**src/rtl/clock_divider_multi.sv**
```systemverilog
// clock_divider_multi: NUM_CH independent programmable dividers, each giving a square wave and a tick.
// Divisor writes are held in a shadow register until the period boundary, sync or disable.
module clock_divider_multi #(
   parameter int NUM_CH  = 4,
   parameter int CNT_W   = 25,
   parameter int DEF_DIV = 12_500_000
) (
   input  logic              clk_in,
   input  logic              rst_n,
   input  logic [NUM_CH-1:0] en,
   input  logic              sync,
   input  logic              wr_en,
   input  logic [2:0]        wr_ch,
   input  logic [CNT_W-1:0]  wr_div,
   output logic [NUM_CH-1:0] clk_out,
   output logic [NUM_CH-1:0] tick,
   output logic [NUM_CH-1:0] div_pend
);
   localparam logic [CNT_W-1:0] DEF = CNT_W'(DEF_DIV);
   logic [CNT_W-1:0] wr_val;
   assign wr_val = (wr_div < CNT_W'(2)) ? CNT_W'(2) : wr_div;
   for (genvar i = 0; i < NUM_CH; i++) begin : g_ch
      logic [CNT_W-1:0] cnt_q, cnt_d, act_q, act_d, shd_q, shd_d;
      logic             pend_q, pend_d, clk_q, clk_d, tick_q, tick_d;
      logic             wr_hit, bnd, mid, clr, apply;
      assign wr_hit = wr_en && (wr_ch == 3'(i));
      assign bnd    = cnt_q == act_q - CNT_W'(1);
      assign mid    = cnt_q == (act_q >> 1) - CNT_W'(1);
      assign clr    = !en[i] || sync;
      // shd always equals act when nothing is pending, so applying shd is safe at any load point
      assign apply  = clr || bnd;
      always_comb begin
         shd_d  = wr_hit ? wr_val : shd_q;
         act_d  = apply ? shd_d : act_q;
         pend_d = !apply && (pend_q || wr_hit);
         cnt_d  = apply ? '0 : cnt_q + CNT_W'(1);
         clk_d  = clr ? 1'b0 : (bnd || mid) ? !clk_q : clk_q;
         tick_d = !clr && bnd;
      end
      always_ff @(posedge clk_in or negedge rst_n) begin
         if (!rst_n) begin
            cnt_q  <= '0;
            act_q  <= DEF;
            shd_q  <= DEF;
            pend_q <= 1'b0;
            clk_q  <= 1'b0;
            tick_q <= 1'b0;
         end else begin
            cnt_q  <= cnt_d;
            act_q  <= act_d;
            shd_q  <= shd_d;
            pend_q <= pend_d;
            clk_q  <= clk_d;
            tick_q <= tick_d;
         end
      end
      assign clk_out[i]  = clk_q;
      assign tick[i]     = tick_q;
      assign div_pend[i] = pend_q;
   end
endmodule

```
**config.mk**
```make
export PLATFORM = sky130hd
export DESIGN_NAME = clock_divider_multi
export DESIGN_NICKNAME = d
export VERILOG_FILES = /design/src/rtl/clock_divider_multi.sv
export SDC_FILE = /design/constraint.sdc
export NUM_CORES = 1
export LEC_CHECK = 0
export BUFFER_PORTS_ARGS = -buffer_cell sky130_fd_sc_hd__buf_2
export CAP_MARGIN = 5
export CORE_ASPECT_RATIO = 1.75
export CORE_MARGIN = 2
export CORE_UTILIZATION = 65
export DETAILED_ROUTE_END_ITERATION = 8
export PLACE_DENSITY = 0.82
export SKIP_LAST_GASP = 1
export SYNTH_ARGS = -nofsm -noshare
export SYNTH_HDL_FRONTEND = slang
export SYNTH_SLANG_ARGS = --single-unit
export TNS_END_PERCENT = 5
```
**constraint.sdc**
```tcl
create_clock -name clk_in -period 5.3 [get_ports clk_in]
set_input_delay 1.06 -clock clk_in [delete_from_list [all_inputs] [get_ports clk_in]]
set_output_delay 1.06 -clock clk_in [all_outputs]
set_load 0.01 [all_outputs]
```
==> impl_results.md, run 1 <==
- Outcome: completed
- Nets: 1,960
- Setup WS post-layout: 1.15 ns
- Via/cell ratio: 6.20
- CP max stage cell: nand2b_2
- Largest net degree at the start of global routing: 124
- DR DRC count: 0
- Reg2reg setup slack: 1.15 ns
- Tcrit/Tclk final: 0.783
- Die Height: 234 µm
- FP Rows: 84
- DP Wirelength: 34,300 µm
- Post-synth top flop: dfrtp_1
- H-tree levels: 1
- Syn Inst Count: 1,989
- Int Pwr: 0.00491 W
- EDFF count, synth: 0
- Pre-antenna DRT Iters: 7
- Num Clock Sinks: 312
- Hold_buf cts: 0
- Resized cells post-CTS: 0
- Worst-margin pin slew: 0.947 ns
- Distinct cells, synth: 78
- # setup viols final: 0
- Hold Path Class: flip-flop to flip-flop
- Die width: 135 µm
- Sw Share: 0.328
- Max-slew headroom: 0.369
- Fill count: 2,313
- Buffers on Ports: 47
- Register area share after synthesis: 0.405
- Die footprint: 31,600 µm²
- Total GRT Usage: 0.302
- Final Hold Viols: 0
- Antenna-violating nets left: 0
- Layout Cells excl Fill: 2,321
- Cell Pwr Density: 356 nW/µm²
- Critical path launch point type: flip-flop
- CTS buffer count: 28
- Yosys top cell by area: dfrtp_1
- Vias in the first global route: 14,600
- WL per Instance: 20.1 µm
- Critical setup path kind: flip-flop to flip-flop
- Maxcap violations: 0
- Total grt overflow: 0
- Critical Path Fanout Max: 26
- Core Region: 29,800 µm²
- Placer Congestion: 0.927
- Area contributors post-synth: dfrtp_1 (28%), dfstp_2 (13%), xnor2_1 (9.4%), mux2_2 (8.7%), xor2_1 (6.1%)
- Fin. max-slew vios: 0
- Worst-path cell chain: nor4_4 > nand4_2 > o21a_1 > or4_1 > and3_1 > or4_4 > nand2b_2 > buf_4 > nor2_1
- Post-layout minimum cycle time: 4.15 ns
- Post-CTS setup repair buffer count: 0
- Delay of the slowest cell on the worst path: 0.66 ns
- CP endpoint kind: flip-flop
- Area grow syn2layout: 4.79%
- Dpl cells: 2,269
- Yosys top cell area share: 0.276
- Ant. Diodes: 0
- FMAX: 241 MHz
- First-iteration detailed-routing DRC count: 848
- Clock share of power: 0.271
- Deepest clock path buffer count: 3
- TritonCTS clock tree: yes
- RSZ-0062 raised after global routing: false
- Post-Syn Area: 19,600 µm²
- Buf/Inv on CP: 1
- Ratio of cells with drive above 1 in the final layout: 0.210
- Leakage: 7.92 nW
- Post-Syn Nets: 2,037
- CTS clk-pin slew, worst paths: 0.06 ns
- Synth Warn #: 0
- CP Data Arrival Time: 4.59 ns
- Vias: 14,400
- Synth Register Bits: 312
- Initial antenna violation count: 1
- Setup_tns: 0 ns
- Comb pwr share: 0.257
- Initial core utilization: 0.656
- Dpl ws: 1.18 ns
- First-pass GRT wire length: 75,600 µm
- Psw: 0.00239 W
- Crit-path leading delay family: simple AND/OR/NAND/NOR gates
- Worst skew pair latency: 0.56 ns
- Routed WL: 46,700 µm
- Sequential share of power: 0.472
- I/O Pins: 48
- Clk_skew: 0.0107 ns
- Synth async-reset ratio: 1.00
- WP data required: 5.74 ns
- Avg Inst Size Synth: 9.85 µm²
- CTS root buf: clkbuf_16
- VDD IR max: 0.000367 V
layer usage:
layer	vias up	GRT usage	routed length, µm
met2	365	0.566	25400
met3	134	0.0362	1710
met4	2	0.132	2000
li1	6758	-	-
met1	7135	0.339	17600
met5	-	0	7
power groups by stage:
stage	registers (W)	clock network (W)	logic (W)
floorplan	0.00305	0	0.00179
global placement	0.00346	0	0.00179
detailed placement	0.00348	0	0.00185
CTS	0.00344	0.00202	0.00187
global route	0.00351	0.00211	0.00207
finish	0.00345	0.00198	0.00187
Yosys cell counts, types with 11 or more instances:
library cell  number
buf_4             21
nand2b_1          27
nand2_1           74
nor2_1           223
xor2_1           136
nand4_1           57
nor4_1            44
and4_1            11
mux2_4            20
mux2_2           152
dfrtp_1          216
buf_1             12
o21ai_0           38
inv_1             39
xnor2_1          210
mux2i_1           11
and3_1            23
or3_1             17
nor2b_1           14
nor4b_1           13
mux2_1            19
a31oi_1           14
nor3b_1           15
a21oi_1           29
ha_1              12
nor3_1            60
clkbuf_1         116
dfstp_2           96
buf_2             14
nand3_1           71
or4_1             25
final cells by class:
type,instances,area (µm²),area share
clock buffer,47,855,0.0416
tap,387,484,0.0236
sequential,312,7930,0.386
clock inverter,5,25.0,0.00122
inverter,39,146,0.00713
multi-input combinational,1464,10700,0.520
timing repair buffer,67,408,0.0199
worst reg2reg max path, cell delays in order, from the launching register on:
cell and delay [ns]:
dfrtp_1 0.50, nor4_4 0.53, nand4_2 0.33, o21a_1 0.28, or4_1 0.49, and3_1 0.17
or4_4 0.54, nand2b_2 0.66, buf_4 0.41, nor2_1 0.10
per-stage QoR:
| step | hold WS [ns] | power (W) | utilization | instance area, µm² |
|---|---|---|---|---|
| floorplan | 0.449 | 0.00484 | - | 19600 |
| global placement | 0.466 | 0.00525 | 0.658 | 19600 |
| detailed placement | 0.478 | 0.00533 | 0.658 | 19600 |
| CTS | 0.494 | 0.00733 | 0.688 | 20500 |
| global route | 0.502 | 0.00769 | 0.688 | 20500 |
| finish | 0.494 | 0.00730 | 0.688 | 20500 |
placed cells by master (no fill, tap or decap), types with 38 or more instances in the layout:
cell type / Yosys / layout
nor2_1: 223 / 223
mux2_2: 152 / 152
xnor2_1: 210 / 210
dfrtp_1: 216 / 216
nor3_1: 60 / 59
nand2_1: 74 / 73
nand3_1: 71 / 71
inv_1: 39 / 39
nor4_1: 44 / 44
o21ai_0: 38 / 38
nand4_1: 57 / 57
xor2_1: 136 / 136
dfstp_2: 96 / 96
buf_2: 14 / 46
logic make-up after synthesis:
family / count (synthesis) / share of synthesized area
AO/OA/AOI/OAI: 169 / 0.0589
XOR/XNOR: 347 / 0.156
adder cells (fa/ha/maj): 12 / 0.00767
buffers and inverters: 213 / 0.0512
flip-flops: 312 / 0.405
multiplexers: 202 / 0.119
AND/OR/NAND/NOR: 734 / 0.202
flip-flops by register name, indices dropped and copies added (netlist names):
name,flops
g_ch.pend_q,4
g_ch.shd_q,100
g_ch.clk_q,4
g_ch.act_q,100
g_ch.tick_q,4
g_ch.cnt_q,100
worst paths after layout:
path / from / endpoint / cells past startpoint
min in group asynchronous: rst_n / g_ch[0].cnt_q[11]$_DFF_PN0_ / 1
min reg2reg: g_ch[3].shd_q[2]$_DFF_PN0_ / g_ch[3].shd_q[2]$_DFF_PN0_ / 1
min: g_ch[3].shd_q[2]$_DFF_PN0_ / g_ch[3].shd_q[2]$_DFF_PN0_ / 1
max in group asynchronous: rst_n / g_ch[1].cnt_q[11]$_DFF_PN0_ / 2
max: g_ch[1].act_q[8]$_DFFE_PN0P_ / g_ch[1].cnt_q[6]$_DFF_PN0_ / 9
max reg2reg: g_ch[1].act_q[8]$_DFFE_PN0P_ / g_ch[1].cnt_q[6]$_DFF_PN0_ / 9
Power figures use the tool's default switching activity.
==> inputs of run 2 (changes only) <==
--- a/config.mk
+++ b/config.mk
@@ -9,9 +9,9 @@
 export CAP_MARGIN = 5
 export CORE_ASPECT_RATIO = 1.75
 export CORE_MARGIN = 2
-export CORE_UTILIZATION = 65
+export CORE_UTILIZATION = 64
 export DETAILED_ROUTE_END_ITERATION = 8
-export PLACE_DENSITY = 0.82
+export PLACE_DENSITY = 0.81
 export SKIP_LAST_GASP = 1
 export SYNTH_ARGS = -nofsm -noshare
 export SYNTH_HDL_FRONTEND = slang
==> constraint.sdc (replaced) <==
create_clock -name clk_in -period 4.24 [get_ports clk_in]
set_input_delay 0.848 -clock clk_in [delete_from_list [all_inputs] [get_ports clk_in]]
set_output_delay 0.848 -clock clk_in [all_outputs]
set_load 0.01 [all_outputs]
==> run 2 against run 1 <==
Utilization up 0.72 points; count of clock-buffer cells in the layout down 8; sequential power grew 25%; worst setup slack got worse by 0.74 ns; first-iteration DRC count is 11% higher; worst hold slack got worse by 0.16 ns; final area up 1.8%; die area rose by 1.5%; clock skew rose by 0.0024 ns; power grew 31%; final cell count increased by 0.86%.
==> impl_results.md, run 2 (same netlist as run 1, synthesis figures left out) <==
- Outcome: completed
- FMAX: 261 MHz (+8.3%)
- Die width: 136 µm (+0.75%)
- Resized cells post-CTS: 0 (unchanged)
- First-pass GRT wire length: 76,900 µm (+1.7%)
- Deepest clock path buffer count: 3 (unchanged)
- Reg2reg setup slack: 0.41 ns (-0.74 ns)
- Clk_skew: 0.0132 ns (+0.00243 ns)
- VDD IR max: 0.000587 V (+60%)
- Largest net degree at the start of global routing: 116 (-6.5%)
- Leakage: 8.11 nW (+2.4%)
- Post-CTS setup repair buffer count: 0 (unchanged)
- Placer Congestion: 0.938 (+1.2%)
- Vias: 14,600 (+1.7%)
- Hold_buf cts: 0 (unchanged)
- Core Region: 30,100 µm² (+0.70%)
- Layout Cells excl Fill: 2,341 (+0.86%)
- Worst-path cell chain: inv_1 > ha_1 > or4b_2 > or4_1 > a32oi_1 > nand3_1 > nor4_1 > nand4_1 > nand2b_2 > buf_4 > mux2_2
- R2R depth: 11 (+2)
- Total GRT Usage: 0.301 (-0.000647)
- WL per Instance: 20.3 µm (+0.79%)
- CP max stage cell: or4b_2
- I/O Pins: 48 (unchanged)
- Final Hold Viols: 0 (unchanged)
- TritonCTS clock tree: yes
- FP Rows: 84 (unchanged)
- DP Wirelength: 34,500 µm (+0.58%)
- Fin. max-slew vios: 0 (unchanged)
- # setup viols final: 0 (unchanged)
- CTS clk-pin slew, worst paths: 0.07 ns (about the same)
- RSZ-0062 raised after global routing: false
- Crit Reg-Reg Endpoint: g_ch[0].act_q[0]$_DFFE_PN0P_
- Critical Path Fanout Max: 26 (unchanged)
- Critical setup path kind: flip-flop to flip-flop
- Hold Path Class: input pin to async pin
- Setup_tns: 0 ns (unchanged)
- Area after DPL: 19,800 µm² (+1.0%)
- Critical path launch point type: flip-flop
- Post-layout minimum cycle time: 3.83 ns (-0.318 ns)
- CTS root buf: clkbuf_16
- Worst skew pair latency: 0.57 ns (about the same)
- Tcrit/Tclk final: 0.904 (+0.121)
- Maxcap violations: 0 (unchanged)
- Biggest regs: g_ch.act_q (100), g_ch.cnt_q (100), g_ch.shd_q (100)
- First-iteration detailed-routing DRC count: 942 (+11%)
- CTS buffer count: 28 (unchanged)
- Total grt overflow: 0 (unchanged)
- Pre-antenna DRT Iters: 5 (-2)
- Most frequent cells in the layout: nor2_1 (223), dfrtp_1 (216), xnor2_1 (210), mux2_2 (152), xor2_1 (136)
- Initial antenna violation count: 1 (unchanged)
- CP endpoint kind: flip-flop
- Worst-margin pin slew: 0.931 ns (-0.0162 ns)
- Routed WL: 47,500 µm (+1.7%)
- CP Data Arrival Time: 4.28 ns (-0.31 ns)
- Max-slew headroom: 0.374 (+0.00507)
- Post-Layout Inst Area: 20,900 µm² (+1.8%)
- Util after Layout: 0.695 (+0.00718)
- WP data required: 4.69 ns (-1.05 ns)
- Num Clock Sinks: 312 (unchanged)
- Die Height: 235 µm (+0.77%)
- DR DRC count: 0 (unchanged)
- Worst R2R Start: g_ch[0].act_q[1]$_DFFE_PN0P_
- H-tree levels: 1 (unchanged)
- Initial core utilization: 0.652 (-0.00459)
- Vias in the first global route: 15,100 (+3.2%)
- Dpl cells: 2,289 (+0.88%)
- Die footprint: 32,100 µm² (+1.5%)
- Buffers on Ports: 47 (unchanged)
- Area grow syn2layout: 6.62%
- Via/cell ratio: 6.25 (+0.85%)
- Antenna-violating nets left: 0 (unchanged)
- Ant. Diodes: 0 (unchanged)
- Delay of the slowest cell on the worst path: 0.67 ns (about the same)
- Nets: 1,980 (+1.0%)
- Cell Pwr Density: 457 nW/µm² (+28%)
- Ratio of cells with drive above 1 in the final layout: 0.223 (+0.0127)
- Commonest non-fill, non-tap cell in the layout: nor2_1
-- run 2: cell count changes in the layout (fill, tap and decap cells not counted), sizes merged --
cell | previous run | this run
buf | 67 | 87
clkbuf | 47 | 39
bufinv | 0 | 5
clkinv | 5 | 4
inv | 39 | 40
clkinvlp | 0 | 3
-- run 2: power by group --
part           internal [W]  total, W  leakage (nW)  switching [W]
Clock               0.00168   0.00283         0.502        0.00114
Combinational       0.00121   0.00242          3.79        0.00121
Sequential          0.00359   0.00430          3.81       0.000707
Total               0.00649   0.00954          8.11        0.00305
-- run 2: layout make-up --
| cell class | count | area [µm²] |
|---|---|---|
| clock buffer | 39 | 835 |
| clock inverter | 13 | 205 |
| fill | 2333 | 9180 |
| inverter | 39 | 146 |
| multi-input combinational | 1464 | 10700 |
| sequential | 312 | 7930 |
| tap | 387 | 484 |
| timing repair buffer | 87 | 608 |
-- run 2: critical path, delay by kind of cell (launching register included) --
family / cells / cell delay (ns)
multiplexers: 1 / 0.38
flip-flops: 1 / 0.44
AO/OA/AOI/OAI: 1 / 0.25
buffers and inverters: 2 / 0.45
AND/OR/NAND/NOR: 6 / 1.94
adder cells (fa/ha/maj): 1 / 0.24
-- run 2: worst max path at each step --
| stage | from | endpoint | slack [ns] | depth (start not counted) |
|---|---|---|---|---|
| after floorplan | g_ch[3].act_q[2]$_DFFE_PN0P_ | g_ch[3].act_q[14]$_DFFE_PN0P_ | 0.90 | 13 |
| after global placement | g_ch[3].act_q[2]$_DFFE_PN0P_ | g_ch[3].cnt_q[0]$_DFF_PN0_ | 0.48 | 12 |
| after detailed placement | g_ch[3].act_q[2]$_DFFE_PN0P_ | g_ch[3].cnt_q[13]$_DFF_PN0_ | 0.42 | 12 |
| after CTS | g_ch[0].act_q[1]$_DFFE_PN0P_ | g_ch[0].act_q[0]$_DFFE_PN0P_ | 0.41 | 11 |
| after global routing | g_ch[0].act_q[1]$_DFFE_PN0P_ | g_ch[0].act_q[7]$_DFFE_PN0P_ | 0.04 | 11 |
| final | g_ch[0].act_q[1]$_DFFE_PN0P_ | g_ch[0].act_q[0]$_DFFE_PN0P_ | 0.41 | 11 |
-- run 2: per-stage QoR --
step	setup slack (ns)	total power, W	hold slack [ns]
global placement	0.484	0.00661	0.475
global route	0.0399	0.0100	0.402
floorplan	0.905	0.00604	0.449
CTS	0.411	0.00957	0.376
finish	0.406	0.00954	0.332
detailed placement	0.418	0.00672	0.483
-- run 2: routing by layer --
metal	up-vias	share of wire	wire (µm)	track usage
met3	167	0.044	2090	0.0461
met5	-	0.00034	16	0
met1	7228	0.37	17800	0.338
met4	2	0.050	2370	0.146
met2	442	0.53	25200	0.545
li1	6802	-	-	-
==> inputs of run 3 (changes only) <==
==> constraint.sdc (replaced) <==
create_clock -name clk_in -period 4.07 [get_ports clk_in]
set_input_delay 0.814 -clock clk_in [delete_from_list [all_inputs] [get_ports clk_in]]
set_output_delay 0.814 -clock clk_in [all_outputs]
set_load 0.01 [all_outputs]
==> run 3 against run 2 <==
First-iteration DRC count up 2.3%; sequential share of layout area is 0.080 points higher; final cell count about the same; count of clock-buffer cells in the layout shrank 1; critical endpoint is now g_ch[3].cnt_q[9]$_DFF_PN0_.
==> impl_results.md, run 3 (same netlist as run 1, synthesis figures left out) <==
- Worst-path cell chain: inv_1 > ha_1 > or4b_2 > nor3_1 > nand4b_1 > xnor2_1 > nor4_1 > nand4_1 > nand2b_2 > buf_4 > buf_4 > nor2_1
- Hold_buf cts: 0 (unchanged)
- Die width: 136 µm (unchanged)
- Resized cells post-CTS: 0 (unchanged)
- CP Data Arrival Time: 4.26 ns (-0.02 ns)
- Cell Pwr Density: 471 nW/µm² (+3.2%)
- Most frequent cells in the layout: nor2_1 (223), dfrtp_1 (216), xnor2_1 (210), mux2_2 (152), xor2_1 (136)
- Hold Path Class: input pin to async pin
- First-iteration detailed-routing DRC count: 964 (+2.3%)
- Max-slew headroom: 0.540 (+0.166)
- Deepest clock path buffer count: 3 (unchanged)
- Final Hold Viols: 0 (unchanged)
- Clk_skew: 0.0105 ns (-0.00272 ns)
- DP Wirelength: 34,600 µm (+0.19%)
- Core Region: 30,100 µm² (unchanged)
- Die footprint: 32,100 µm² (unchanged)
- CP max stage cell: or4b_2
- Power Total: 0.00982 W (+2.9%)
- Tcrit/Tclk final: 0.941 (+0.0363)
- Biggest regs: g_ch.act_q (100), g_ch.cnt_q (100), g_ch.shd_q (100)
- Worst-margin pin slew: 0.684 ns (-0.246 ns)
- Num Clock Sinks: 312 (unchanged)
- Initial core utilization: 0.652 (unchanged)
- Commonest non-fill, non-tap cell in the layout: nor2_1
- TritonCTS clock tree: yes
- FP Rows: 84 (unchanged)
- Met3 global-route usage: 0.0403 (-0.00581)
- Area after DPL: 19,800 µm² (about the same)
- RSZ-0062 raised after global routing: true
- Ant. Diodes: 0 (unchanged)
- Nets: 1,982 (+0.10%)
- Vias: 14,600 (-0.53%)
- Post-CTS setup repair buffer count: 0 (unchanged)
- Ratio of cells with drive above 1 in the final layout: 0.225 (+0.00182)
- Vias in the first global route: 15,100 (-0.099%)
- CTS clk-pin slew, worst paths: 0.07 ns (about the same)
- First-pass GRT wire length: 76,800 µm (-0.20%)
- Total grt overflow: 0 (unchanged)
- Area grow syn2layout: 6.40%
- VDD IR max: 0.000436 V (-26%)
- Fin. max-slew vios: 0 (unchanged)
- Leakage: 8.10 nW (about the same)
- Antenna-violating nets left: 0 (unchanged)
- WL per Instance: 20.1 µm (-1.0%)
- I/O Pins: 48 (unchanged)
- Largest net degree at the start of global routing: 104 (-10%)
- Met2 Use GR: 0.532 (-0.0139)
- Buffers on Ports: 47 (unchanged)
- Initial antenna violation count: 0 (-1)
- Via/cell ratio: 6.22 (-0.62%)
- Layer with the highest usage: met2
- Pre-antenna DRT Iters: 5 (unchanged)
- CTS root buf: clkbuf_16
- Post-layout minimum cycle time: 3.83 ns (-0.00613 ns)
- Util after Layout: 0.693 (-0.00146)
- Outcome: completed
- WP data required: 4.50 ns (-0.19 ns)
- DR DRC count: 0 (unchanged)
- WHS: 0.210 ns (-0.122 ns)
- FMAX: 261 MHz (+0.16%)
- Routed WL: 47,000 µm (-0.96%)
- Die Height: 235 µm (unchanged)
- Delay of the slowest cell on the worst path: 0.67 ns (about the same)
- Worst skew pair latency: 0.56 ns (about the same)
- Critical Path Fanout Max: 26 (unchanged)
- # setup viols final: 0 (unchanged)
- Post-Layout Inst Area: 20,800 µm² (-0.21%)
- CP endpoint kind: flip-flop
- Maxcap violations: 0 (unchanged)
- H-tree levels: 1 (unchanged)
- Placer Congestion: 0.941 (+0.34%)
- Global-route met1 utilization: 0.343 (+0.00460)
- Total GRT Usage: 0.300 (-0.00123)
- Critical setup path kind: flip-flop to flip-flop
- CTS buffer count: 28 (unchanged)
- Critical path launch point type: flip-flop
- Most used cell along the critical path: buf_4
==> run 3: cell count changes in the layout (fill, tap and decap cells not counted) <==
cell,previous run,this run
buf_4,35,39
clkinv_2,3,6
buf_12,5,3
bufinv_16,5,3
clkinvlp_4,3,1
inv_4,0,2
clkbuf_1,4,3
clkbuf_16,30,31
clkbuf_8,5,4
clkinv_4,1,2
inv_6,1,0
nor4_1,44,43
nor4_2,5,6
==> run 3: worst paths after layout <==
check,start,endpoint,slack [ns],cells past startpoint
min in group clk_in,g_ch[0].pend_q$_DFF_PN0_,g_ch[0].pend_q$_DFF_PN0_,0.49,2
setup reg to reg,g_ch[3].act_q[2]$_DFFE_PN0P_,g_ch[3].cnt_q[9]$_DFF_PN0_,0.24,12
setup / recovery,g_ch[3].act_q[2]$_DFFE_PN0P_,g_ch[3].cnt_q[9]$_DFF_PN0_,0.24,12
hold reg to reg,g_ch[0].pend_q$_DFF_PN0_,g_ch[0].pend_q$_DFF_PN0_,0.49,2
hold / removal,rst_n,g_ch[0].cnt_q[18]$_DFF_PN0_,0.21,1
max in group asynchronous,rst_n,g_ch[2].cnt_q[20]$_DFF_PN0_,2.86,2
==> run 3: metrics by stage <==
step                      worst slack, ns  TNS [ns]  std cells
after detailed placement            0.200         0       2291
after global routing              -0.0107   -0.0107       2343
after CTS                           0.174         0       2343
after global placement              0.377         0       2291
after floorplan                     0.735         0       1989
final                               0.242         0       2343
==> run 3: power breakdown <==
group / total [W] / internal, W / switching [W]
Clock: 0.00283 / 0.00165 / 0.00119
Sequential: 0.00446 / 0.00374 / 0.000714
Combinational: 0.00253 / 0.00127 / 0.00127
Total: 0.00982 / 0.00666 / 0.00317
==> run 3: layout make-up <==
cell class,instances,area [µm²]
repair buffers,89,598
flip-flops and latches,312,7930
well taps,387,484
inverters,39,146
fillers,2332,9220
multi-input cells,1464,10700
clock inverters,14,158
clock buffers,38,842
==> run 3: per-layer routing <==
layer,vias to the layer above,wire (µm)
met4,0,2700
met2,429,24600
met1,7160,17600
met5,-,0
met3,177,2150
li1,6797,-
==> run 3: critical path, delay by kind of cell, from the launching register on <==
| kind | cells | cell delay, ns |
|---|---|---|
| xor+xnor | 1 | 0.16 |
| fa+ha+maj | 1 | 0.25 |
| buf+inv | 3 | 0.80 |
| flops | 1 | 0.48 |
| simple gates | 7 | 1.99 |
